===== src/rtl/alu_op_sequencer.sv =====
// alu_op_sequencer: FIFO-buffered issuer of ALU requests returning tagged results over valid/ready.
module alu_op_sequencer #(
  parameter int DEPTH   = 4,
  parameter int TAG_W   = 4,
  parameter int ALU_LAT = 1
) (
  input  logic             clk,
  input  logic             rst,
  input  logic             in_valid,
  output logic             in_ready,
  input  logic [7:0]       in_a,
  input  logic [7:0]       in_b,
  input  logic [3:0]       in_sel,
  input  logic [TAG_W-1:0] in_tag,
  output logic [7:0]       alu_a,
  output logic [7:0]       alu_b,
  output logic [3:0]       alu_sel,
  input  logic [7:0]       alu_out,
  output logic             res_valid,
  input  logic             res_ready,
  output logic [7:0]       res_data,
  output logic [TAG_W-1:0] res_tag,
  output logic             busy
);
  localparam int AW = $clog2(DEPTH);
  localparam int CW = AW + 1;
  localparam int LW = $clog2(ALU_LAT + 1);
  localparam int EW = 20 + TAG_W;
  typedef enum logic [1:0] {IDLE, WAIT, RESP} state_t;
  state_t state, state_nxt;
  logic [EW-1:0] mem [DEPTH];
  logic [AW-1:0] wr_ptr, rd_ptr;
  logic [CW-1:0] count;
  logic [LW-1:0] cnt;
  logic [TAG_W-1:0] tag;
  logic full, empty, push, pop, done;
  assign full = count == CW'(DEPTH);
  assign empty = count == '0;
  assign in_ready = !full;
  assign push = in_valid && !full;
  assign done = state == WAIT && cnt == LW'(ALU_LAT);
  assign busy = !empty || state != IDLE;
  always_comb begin
    pop = !empty && (state == IDLE || (state == RESP && res_ready));
    state_nxt = pop ? WAIT : done ? RESP : (state == RESP && res_ready) ? IDLE : state;
  end
  always_ff @(posedge clk)
    if (push) mem[wr_ptr] <= {in_a, in_b, in_sel, in_tag};
  // alu_* only move on an issue edge so the ALU sees stable operands until the next pop
  always_ff @(posedge clk or posedge rst)
    if (rst) begin
      state     <= IDLE;
      wr_ptr    <= '0;
      rd_ptr    <= '0;
      count     <= '0;
      cnt       <= '0;
      tag       <= '0;
      alu_a     <= '0;
      alu_b     <= '0;
      alu_sel   <= '0;
      res_data  <= '0;
      res_tag   <= '0;
      res_valid <= 1'b0;
    end else begin
      state     <= state_nxt;
      wr_ptr    <= wr_ptr + AW'(push);
      rd_ptr    <= rd_ptr + AW'(pop);
      count     <= count + CW'(push) - CW'(pop);
      cnt       <= pop ? '0 : state == WAIT ? cnt + 1'b1 : cnt;
      if (pop) {alu_a, alu_b, alu_sel, tag} <= mem[rd_ptr];
      if (done) begin
        res_data <= alu_out;
        res_tag  <= tag;
      end
      res_valid <= done || (res_valid && !res_ready);
    end
endmodule


===== config.mk =====
export PLATFORM = sky130hd
export DESIGN_NAME = alu_op_sequencer
export DESIGN_NICKNAME = d
export VERILOG_FILES = /design/src/rtl/alu_op_sequencer.sv
export SDC_FILE = /design/constraint.sdc
export NUM_CORES = 1
export LEC_CHECK = 0
export CORE_UTILIZATION = 45
export DETAILED_ROUTE_END_ITERATION = 10
export GPL_TIMING_DRIVEN = 0
export PLACE_DENSITY = 0.66
export SKIP_CTS_REPAIR_TIMING = 1
export SKIP_LAST_GASP = 1
export SYNTH_ARGS = -nofsm -noshare
export SYNTH_HDL_FRONTEND = slang
export SYNTH_SLANG_ARGS = --single-unit

===== constraint.sdc =====
create_clock -name clk -period 3.4 [get_ports clk]
set_input_delay 0.68 -clock clk [delete_from_list [all_inputs] [get_ports clk]]
set_output_delay 0.68 -clock clk [all_outputs]
set_load 0.02 [all_outputs]

-- After elaboration in Yosys (flattened, before gate mapping)
Memory sizes are Yosys's and may differ from the RTL's. A register that Yosys moved wholly into a read port is not among the register bits.
Index checks and enable logic that the tools add are counted.
- register bits after elaboration: 23
- logic and storage cells: 40
- bits of input ports: 36
- memory bits (writable): 96
- memories: 1
- output and inout bits: 35
- muxes and demuxes: 7
- reductions and logical operators: 16
- add/subtract/negate cells: 5
- eq/ne operators: 3
- memories (name ; words ; bits a word ; rd ports ; clocked after memory_dff ; wr ports ; RTL line ; text):
    mem ; 4 ; 24 ; 1 ; 1 ; 1 ; 31 ; logic [EW-1:0] mem [DEPTH];
- operator list (operator ; count):
    2-to-1 mux 2 bit ; 3
    logical AND 1 bit ; 5
    adder 2 x 1 -> 2 bit ; 2
    2-to-1 mux 1 bit ; 4
    nonzero test 2 bit ; 2
    adder 3 x 1 -> 3 bit ; 1
    == test 3 bit, second input constant ; 1
    logical NOT 1 bit ; 3
    logical NOT 3 bit ; 1
    logical OR 1 bit ; 3
    nonzero test 3 bit ; 1
    subtractor 3 x 1 -> 3 bit ; 1
    == test 2 x 1 -> 1 bit, second input constant ; 1
    == test 2 bit, second input constant ; 1
    logical NOT 2 bit ; 1
    adder 1 bit, second input constant ; 1

-- Depth between registers and ports, before layout
Gate-level depths: netlist (run 1).
- word-level depth: 5
- mapped depth: 9
- mapped depth without buffers: 8

-- Worst setup path before layout (run 1)
No wires, ideal clock.
- kind: register to register
- start: reg count[2]
- end: mem mem[1][0] (netlist name) (enable)
- data required time: 2.960 ns
- path slack: 0.319 ns
- arrival: 2.641 ns
- buffers on the path: 0
- library setup time: 0.440 ns
- clock period less this slack: 3.081 ns
- stages on the path, launching flop included: 4
- cells stage by stage: dfrtp_1 -> or3b_2 -> nand2_1 -> nor3b_1
- word-level cells in the longest chain between the ends: 5
- ends and longest elaborated chain (what ; RTL line ; text):
    from (decl) ; 33 ; logic [CW-1:0] count;
    from (signal assigned) ; 68 ; count <= count + CW'(push) - CW'(pop);
    == test 3 bit ; 37 ; assign full = count == CW'(DEPTH);
    logical NOT 1 bit ; n/a ;
    via in_ready ; 10 ; output logic in_ready,
    logical AND 1 bit ; 40 ; assign push = in_valid && !full;
    2-to-1 mux 1 bit ; 48 ; if (push) mem[wr_ptr] <= {in_a, in_b, in_sel, in_tag};
    2-to-1 mux 1 bit (not written as such) ; 48 ;
    to (decl) ; 31 ;
The timed path passes the listed nets, and every way through them passes these cells.

-- Final worst setup path (run 1)
- start: in res_ready
- end: reg count[2]
- word-level cells in the longest chain between the ends: 4
- ends and longest elaborated chain (what ; RTL line ; text):
    from (decl) ; 20 ; input logic res_ready,
    logical AND 1 bit ; 44 ; pop = !empty && (state == IDLE || (state == RESP && res_ready));
    logical OR 1 bit ; 44 ;
    logical AND 1 bit ; 44 ;
    via pop ; 36 ; logic full, empty, push, pop, done;
    subtractor 3 x 1 -> 3 bit ; 68 ;
The timed path passes the listed nets, and every way through them passes these cells.
A chain may end at the register's enable or synchronous reset.

==> results.md, run 1 <==
Placement:
- Including well taps, the total number of placed cells is 468.
- At the placement stage, the worst setup path has a slack of around 0.19 ns.
- The total half-perimeter wirelength after legalization and detailed placement is ~6.0 mm.
- During placement, the flow inserted port buffers numbering 70.
- The instance area after placement is around 6400 um^2.
- At the end of routability-driven placement, the weighted congestion stood at between 0.6 and 0.7.

Synthesis:
- The share of synthesized area in the top cell type comes to 52.98%.
- The cell accounting for the most synthesized area is sky130_fd_sc_hd__edfxtp_1.
- Summing the areas of all fa, ha and maj instances in the mapped netlist gives 1.288% of the synthesized area.
- Among all cell types in the netlist, the one instantiated most often is sky130_fd_sc_hd__edfxtp_1.
- The synthesized-area fraction occupied by ao, oa, aoi and oai cells is 0.2299%.
- Counting flops with a built-in enable in the synthesized netlist gives between 90 and 100.
- Sequential cells were found to cover 74.59% of the synthesized design area.
- Ranked by instance count, the synthesized netlist is headed by sky130_fd_sc_hd__edfxtp_1, sky130_fd_sc_hd__dfrtp_1, sky130_fd_sc_hd__mux2_4, sky130_fd_sc_hd__mux4_2, sky130_fd_sc_hd__mux2_2.
- The mean instance size in the synthesized netlist is around 22 um^2.
- The net count after synthesis is about 290.
- Synthesis inferred 143 register bits.
- The async set or reset register ratio after synthesis is between 30% and 40%.
- In the synthesized netlist, mux cells make up between 10% and 20% of the area.
- Of the total synthesized cell area, the portion taken by XOR and XNOR cells is less than 1%.
- Yosys mapped the design onto 27 distinct sky130hd cell types.
- In the synthesized netlist the dominant register cell turns out to be sky130_fd_sc_hd__edfxtp_1.
- In this run the cell area of the synthesized design comes to roughly 5400 um^2.
- The Yosys step of the flow raised 0 warnings.
- Yosys attributes the largest share of cell area to sky130_fd_sc_hd__edfxtp_1, sky130_fd_sc_hd__dfrtp_1, sky130_fd_sc_hd__mux4_2.
- The synthesized netlist devotes around 1.9% of its cell area to simple gates.
- The number of instances in the synthesized netlist is around 250.
- After synthesis, the largest family of logic cells by area is multiplexers.

Cells and area:
- The final instance area is about 7000 um^2.
- The number of antenna diodes in the final layout is 0.
- The multi-input logic area is 1282 um^2.
- The post-route netlist has ~30% of its cells at a drive strength greater than 1.
- The total area of sequential cells is between 4000 and 5000 um^2.
- After filler insertion, the fill cell instance count of the layout stands at slightly below 900.
- The number of cells in the finished layout apart from fillers is 500.
- For this run, the post-layout net count is between 300 and 400.
- The post-synthesis to final-layout area growth is 29.41%.

Power:
- The internal power component is about 0.0049 W.
- In this run the power density over the cells is 971.3 nW/um^2.
- In this run switching power makes up 28.55% of total power.
- The clock share of power is a little over a quarter.
- The worst-case IR drop observed on VDD is between 600 and 700 uV.
- The switching power summed over all nets is just under 0.002 W.
- Summed over all cells, the static leakage comes to 2.604 nW.
- The portion of total power attributed to combinational logic is around 34%.
- The share of total power dissipated in sequential elements is around 39%.

Worst setup path:
- The setup path with the least slack is of type in -> reg.
- The worst reg2reg path depth is 9.
- Along the worst path, the maximum fanout reaches 11.
- The number of buffers and inverters on the critical path is 3.
- The longest individual stage delay on the worst path is about 0.5 ns.
- The critical path required time is around 3.7 ns.
- The worst setup path is captured at a register.
- At the worst endpoint, the arrival time is between 3 and 4 ns.
- The worst setup path is launched from a primary input.
- Traced cell by cell, the critical path runs through clkdlybuf4s50_1 > nor2b_1 > nor3_4 > buf_6 > ha_1 > inv_1 > ha_1 > fa_1 > xnor2_1 > xnor2_1.
- The top cell family by delay on the critical path is buffers and inverters.
- The critical-path cell with the highest stage delay is sky130_fd_sc_hd__nor3_4.
- The critical path depth is 10.

Status:
- The run finished, with violations left.
- The final reports fail on design-rule violations.

Clock network:
- Clock tree synthesis found a total of 143 sinks.
- TritonCTS built the clock tree.
- In this run, CTS created clock tree buffers numbering 17.
- The clock-pin slew of the registers on the worst-case setup and hold paths is 0.06 ns.
- The count of H-tree levels built during CTS is 4.
- The clock latency on the worst-skew pair is between 0.4 and 0.5 ns.
- The cell sitting at the root of the clock tree is a sky130_fd_sc_hd__clkbuf_16.
- The maximum buffer depth of the clock tree is 2.

Global route:
- The number of global-route vias before repair is around 2700.
- The initial antenna violation count is 0.
- The global-route wire length before repair is approximately 15 mm.
- The global route total overflow is 0.
- The maximum number of pins on one net before global-route repair is 28.
- The overall routing resource usage is between 10% and 20%.

Floorplanning:
- The floorplan die width is 112.0 um.
- The die area is approximately 13000 um^2.
- The starting density of the core is 46.85%.
- In this run the vertical extent of the chip is around 110 um.
- After floorplanning, the core was divided into 39 placement rows.
- In this run the count of I/O pins placed on the die edge is 71.
- The core area is approximately 12000 um^2.

Routing:
- The remaining routing DRC violations is 8.
- The detail route stage leaves a number of antenna-violating nets equal to 0.
- The pre-antenna-repair detailed-routing pass consisted of 7 iterations.
- The violation count after the first detailed-routing iteration is 88.
- The via count is between 2000 and 3000.
- The average wire per cell in the routed design is around 18 um.
- The via count normalized by instance count is about 5.1.
- After detailed routing, the total wire length is between 9 and 10 mm.

STA:
- The worst clock skew on the final layout is around 0.0078 ns.
- After layout, the worst setup slack is 0.6494 ns.
- After layout, the worst path uses 80.90% of the clock period.
- Headroom to the max-slew limit came out at a little over an eighth.
- The final count of hold timing violations is 0.
- Setup repair after global routing left no endpoint under its margin.
- Setup violations remaining at the end of the flow were counted as 0.
- The max-slew violation total from the final report is 0.
- Static timing analysis puts the maximum clock frequency at between 300 and 400 MHz.
- For the pin with the worst max-slew slack, the measured transition is 1.301 ns.
- The shortest period the worst path allows is 2.751 ns.

Job:
- The count of maximum capacitance violations is 0.

Hold path:
- In this run the worst hold path is classified as reg -> reg.
- Counting instances, the worst hold path has a depth of 1.
-- cell families (layout without fill, tap and decap cells) --
logic type,count (synthesis),count (layout)
DFF,143,143
muxes,60,60
and+or+nand+nor,17,17
buffers and inverters,15,125
adders and majority gates,5,5
xor gates and xnor gates,5,5
AOI/OAI and AO/OA,2,2
-- flip-flops by register name, summed over array words and instances (netlist names), 3 cells and up --
| signal | cells |
|---|---|
| res_data | 8 |
| alu_b | 8 |
| alu_a | 8 |
| tag | 4 |
| mem | 96 |
| alu_sel | 4 |
| count | 3 |
| res_tag | 4 |
-- cell type report --
type	count	area share [%]
Inverter	6	0.3198
Clock buffer	18	6.095
Sequential cell	143	57.64
Clock inverter	14	2.416
Tap cell	143	2.541
Timing Repair Buffer	78	11.46
Buffer	9	1.315
Multi-Input combinational cell	89	18.21
-- worst reg2reg max path, stage by stage (launching register included) --
cell                      delay (ns)
sky130_fd_sc_hd__dfrtp_1        0.40
sky130_fd_sc_hd__nor2b_1        0.18
sky130_fd_sc_hd__nor3_4         0.50
sky130_fd_sc_hd__buf_6          0.27
sky130_fd_sc_hd__ha_1           0.15
sky130_fd_sc_hd__inv_1          0.04
sky130_fd_sc_hd__ha_1           0.19
sky130_fd_sc_hd__fa_1           0.37
sky130_fd_sc_hd__xnor2_1        0.14
sky130_fd_sc_hd__xnor2_1        0.12
-- cells in the final DEF (no fill, tap or decap), drive strengths merged --
cell           count
edfxtp            96
xnor2              3
nor3               3
inv                6
clkbuf            19
a21o               1
or3b               1
clkdlybuf4s50     70
and3               1
nor2               5
nor2b              1
buf               16
nand2              3
mux2              36
xor2               2
dfrtp             47
fa                 1
clkinvlp           4
mux4              24
nor3b              2
clkinv             7
and2b              1
bufinv             3
o21ai              1
ha                 4
-- through the flow --
stage / util, % / hold slack, ns / TNS, ns / power (W)
floorplan: - / 0.4767 / 0 / 0.004206
global placement: 54.43 / 0.4853 / -115.74 / 0.004957
detailed placement: 55.47 / 0.4924 / 0 / 0.005075
CTS: 60.63 / 0.5045 / 0 / 0.006944
global route: 60.63 / 0.5243 / 0 / 0.007178
finish: 60.63 / 0.5001 / 0 / 0.006840
-- metal layers --
| metal | track usage [%] | up-vias | wire length (um) |
|---|---|---|---|
| li1 | - | 1166 | - |
| met5 | 0 | - | 0 |
| met4 | 6.667 | 0 | 93 |
| met3 | 5.607 | 6 | 544 |
| met1 | 20.75 | 1319 | 4044 |
| met2 | 25.59 | 76 | 4519 |
-- worst paths after layout --
path / from / to / slack (ns)
setup / recovery: res_ready / count[2] / 0.65
hold / removal: res_data[6] / res_data[6] / 0.50
setup reg to reg: state[1] / count[2] / 0.92
hold reg to reg: res_data[6] / res_data[6] / 0.50
max in group asynchronous: rst / alu_a[0] / 2.25
min in group asynchronous: rst / res_data[1] / 0.62
-- power by group through the flow --
stage | sequential [W] | combinational, W | clock [W]
global placement | 0.00268 | 0.00228 | 0
detailed placement | 0.00268 | 0.00239 | 0
finish | 0.00265 | 0.00234 | 0.00185
CTS | 0.00266 | 0.00240 | 0.00189
floorplan | 0.00289 | 0.00132 | 0
global route | 0.00272 | 0.00250 | 0.00195
Note: power is estimated with default switching activity, not from simulation.
==> inputs of run 2 (changes only) <==
--- a/config.mk
+++ b/config.mk
@@ -8,7 +8,7 @@
 export CORE_UTILIZATION = 45
 export DETAILED_ROUTE_END_ITERATION = 10
 export GPL_TIMING_DRIVEN = 0
-export PLACE_DENSITY = 0.66
+export PLACE_DENSITY = 0.69
 export SKIP_CTS_REPAIR_TIMING = 1
 export SKIP_LAST_GASP = 1
 export SYNTH_ARGS = -nofsm -noshare
==> constraint.sdc (replaced) <==
create_clock -name clk -period 2.4 [get_ports clk]
set_input_delay 0.48 -clock clk [delete_from_list [all_inputs] [get_ports clk]]
set_output_delay 0.48 -clock clk [all_outputs]
set_load 0.02 [all_outputs]
==> run 2 against run 1 <==
Compared with the run above: the run still ends with design-rule violations left; global-route usage increased by 0.072 points; sequential share of layout area increased by 0.061 points; register-to-register slack got worse by 0.87 ns; utilization decreased by 0.065 points; largest cell class unchanged; count of clock-buffer cells in the layout unchanged; critical path depth decreased by 2; routed wire length decreased by 1.8%; worst hold slack got worse by 0.19 ns; flip-flop and latch count unchanged; cell count decreased by 0.40%.
==> results.md, run 2 (synthesis gave the netlist of run 1 again) <==
Worst setup path:
- The setup slack on the worst flop-to-flop path is 0.05 ns (was 0.92 ns).
- The critical path required time is 2.73 ns (was 3.70 ns).
- The longest individual stage delay on the worst path came to 0.49 ns (was 0.50 ns).
- The critical path endpoint category is a register (unchanged).
- The total buffers and inverters traversed by the critical path is 1 (was 3).
- The maximum fanout along the worst path is 5 (was 11).
- The kind of critical path is reg -> reg (was in -> reg).
- The critical-path cell with the highest stage delay is sky130_fd_sc_hd__or3b_2 (was sky130_fd_sc_hd__nor3_4).
- The top cell family by delay on the critical path is simple AND/OR/NAND/NOR gates (was buffers and inverters).
- The signal arrival time at the worst endpoint is 2.68 ns (was 3.05 ns).
- The startpoint kind of the worst setup timing path is a register (was primary input).
- CP Cell Sequence: or3b_2 > nand2_1 > ha_1 > inv_1 > ha_1 > fa_1 > xnor2_1 > xnor2_1 (was clkdlybuf4s50_1 > nor2b_1 > nor3_4 > buf_6 > ha_1 > inv_1 > ha_1 > fa_1 > xnor2_1 > xnor2_1).

Hold path:
- The type of the worst min-delay path is in -> async (was reg -> reg).

Clock network:
- The CTS tree is done (unchanged).
- The count of H-tree levels built during CTS is 4 (unchanged).
- The clock-pin slew of the registers on the worst-case setup and hold paths is 0.06 ns (about the same).
- The total clock sinks is 143 (unchanged).
- The clock buffer count from CTS came to 17 (unchanged).
- The root cell of the clock tree is sky130_fd_sc_hd__clkbuf_16 (unchanged).
- The clock latency on the worst-skew pair is 0.41 ns (about the same).
- The maximum buffer depth of the clock tree was 2 (unchanged).

Routing:
- The via count is 2517 (was 2567).
- The number of iterations in the first detailed-routing pass came to 7 (unchanged).
- The violation count after the first detailed-routing iteration was 112 (was 88).
- The via count normalized by instance count is 5.054 (was 5.134).
- The sum of routed wire length over all layers is 9.039 mm (was 9.202 mm).
- The average wire per cell in the routed design was 18.15 um (was 18.40 um).
- The remaining routing DRC violations is 8 (unchanged).
- The remaining antenna violation count is 0 (unchanged).

Global route:
- The number of global-route vias before repair is 2736 (was 2665).
- The initial antenna violation count is 0 (unchanged).
- The maximum number of pins on one net before global-route repair came to 39 (was 28).
- The global-route wire length before repair is 14.61 mm (was 14.66 mm).
- The overall routing resource usage is 16.32% (was 16.25%).
- The global route total overflow came to 0 (unchanged).

STA:
- The setup total negative slack is 0 ns (unchanged).
- The tightest slew margin relative to the limit came to 44.00% (was 13.26%).
- The worst clock skew on the final layout is 0.007447 ns (was 0.007839 ns).
- The transition at the pin with the smallest max-transition slack is 0.8391 ns (was 1.301 ns).
- In the finished design, the share of the clock period the worst path needs comes to between 90% and 100%.
- The final count of hold timing violations was 0 (unchanged).
- The shortest period the worst path allows is ~2.3 ns.
- The max-slew violation total from the final report was 0 (unchanged).
- Unrepaired setup endpoints after global routing: true (was false).
- Based on the critical path, the design can be clocked at up to between 400 and 500 MHz.
- The number of endpoints failing setup at the final stage is 0 (unchanged).

Cells and area:
- The antenna diode instance count is 0 (unchanged).
- The most common library cell in the layout ignoring fill and taps was sky130_fd_sc_hd__edfxtp_1 (unchanged).
- The post-synthesis to final-layout area growth is 29.27% (was 29.41%).
- The number of nets in the layout is 383 (was 385).
- The flip-flop count of the largest register, all copies and words added was 96 (unchanged).
- The final design utilization is 60.57% (was 60.63%).
- The ratio of cells with drive above 1 in the final layout was 30.42% (was 30.81%).
- Highest-count cells in the layout ignoring fill and taps: sky130_fd_sc_hd__edfxtp_1, sky130_fd_sc_hd__clkdlybuf4s50_1, sky130_fd_sc_hd__dfrtp_1 (unchanged).
- The largest register by flop count is mem (unchanged).

Status:
- Failing checks: design-rule violations (unchanged).
- Result of the run: complete, but fails checks (unchanged).

Placement:
- The global placement routability congestion came to 0.6447 (was 0.6676).
- The total of buffers placed on input and output ports is 70 (unchanged).
- The total half-perimeter wirelength after legalization and detailed placement is 5.832 mm (was 6.036 mm).

Floorplanning:
- The core area is 11610 um^2 (unchanged).
- The starting density of the core is 46.85% (unchanged).
- The floorplan die width came to 112.0 um (unchanged).
- The number of placed I/O pins is 71 (unchanged).
- The die area is 12540 um^2 (unchanged).
- The standard-cell row count is 39 (unchanged).
- The vertical extent of the die came to 112.0 um (unchanged).

Power:
- The reported leakage power is 2.596 nW (was 2.604 nW).
- The maximum vdd drop is 1012 uV (was 659.0 uV).
- The total power divided by cell area is 1367 nW/um^2 (was 971.3 nW/um^2).

Job:
- The count of maximum capacitance violations is 0 (unchanged).
run 2: cell types whose count changed in the layout (fill, tap and decap cells not counted), moves of 2 or more:
cell	before	now
sky130_fd_sc_hd__buf_4	0	2
sky130_fd_sc_hd__buf_16	0	2
sky130_fd_sc_hd__nor3b_2	2	0
sky130_fd_sc_hd__buf_6	8	3
sky130_fd_sc_hd__nor3b_4	0	2
run 2: power by group:
part	leakage (nW)	internal, W	total [W]	switching, W
combinational	0.895	0.00188	0.00335	0.00146
clock	0.270	0.00152	0.00251	0.000982
sequential	1.43	0.00343	0.00377	0.000335
total	2.60	0.00684	0.00962	0.00278
run 2: routing by layer:
metal | track usage (%) | wire length (um)
met1 | 19.85 | 3837
met2 | 26.92 | 4671
met3 | 5.825 | 415
met4 | 6.133 | 115
met5 | 0 | 0
run 2: stage by stage:
step | hold WS [ns] | cell area [um^2] | setup WS, ns | instances | power (W)
2_1_floorplan | 0.4767 | 5456 | 0.1285 | 247 | 0.005963
3_3_place_gp | 0.4847 | 6336 | -0.8742 | 460 | 0.006991
3_5_place_dp | 0.4920 | 6445 | -0.5840 | 464 | 0.007215
4_1_cts | 0.3167 | 7018 | -0.1538 | 496 | 0.009746
5_1_grt | 0.3400 | 7034 | -0.04668 | 498 | 0.01010
6_report | 0.3124 | 7034 | 0.05163 | 498 | 0.009619
run 2: final timing paths:
path | endpoint | from | depth (start not counted)
min | res_data[0] | rst | 2
max | count[2] | count[1] | 8
min in group clk | res_data[2] | res_data[2] | 1
max reg2reg | count[2] | count[1] | 8
max in group asynchronous | alu_a[3] | rst | 3
min reg2reg | res_data[2] | res_data[2] | 1
run 2: worst register-to-register path, delay by kind of cell (launching register included):
family | cells | cell delay, ns
fa+ha+maj | 3 | 0.74
simple gates | 2 | 0.78
buf+inv | 1 | 0.04
flops | 1 | 0.40
xor+xnor | 2 | 0.32
run 2: final cells by class:
class,instances,area (um^2)
fill,881,4579
timing repair buffer,76,805.8
sequential,143,4059
tap,143,178.9
clock inverter,14,143.9
inverter,6,22.52
multi-input combinational,89,1303
buffer,9,92.59
clock buffer,18,429.2
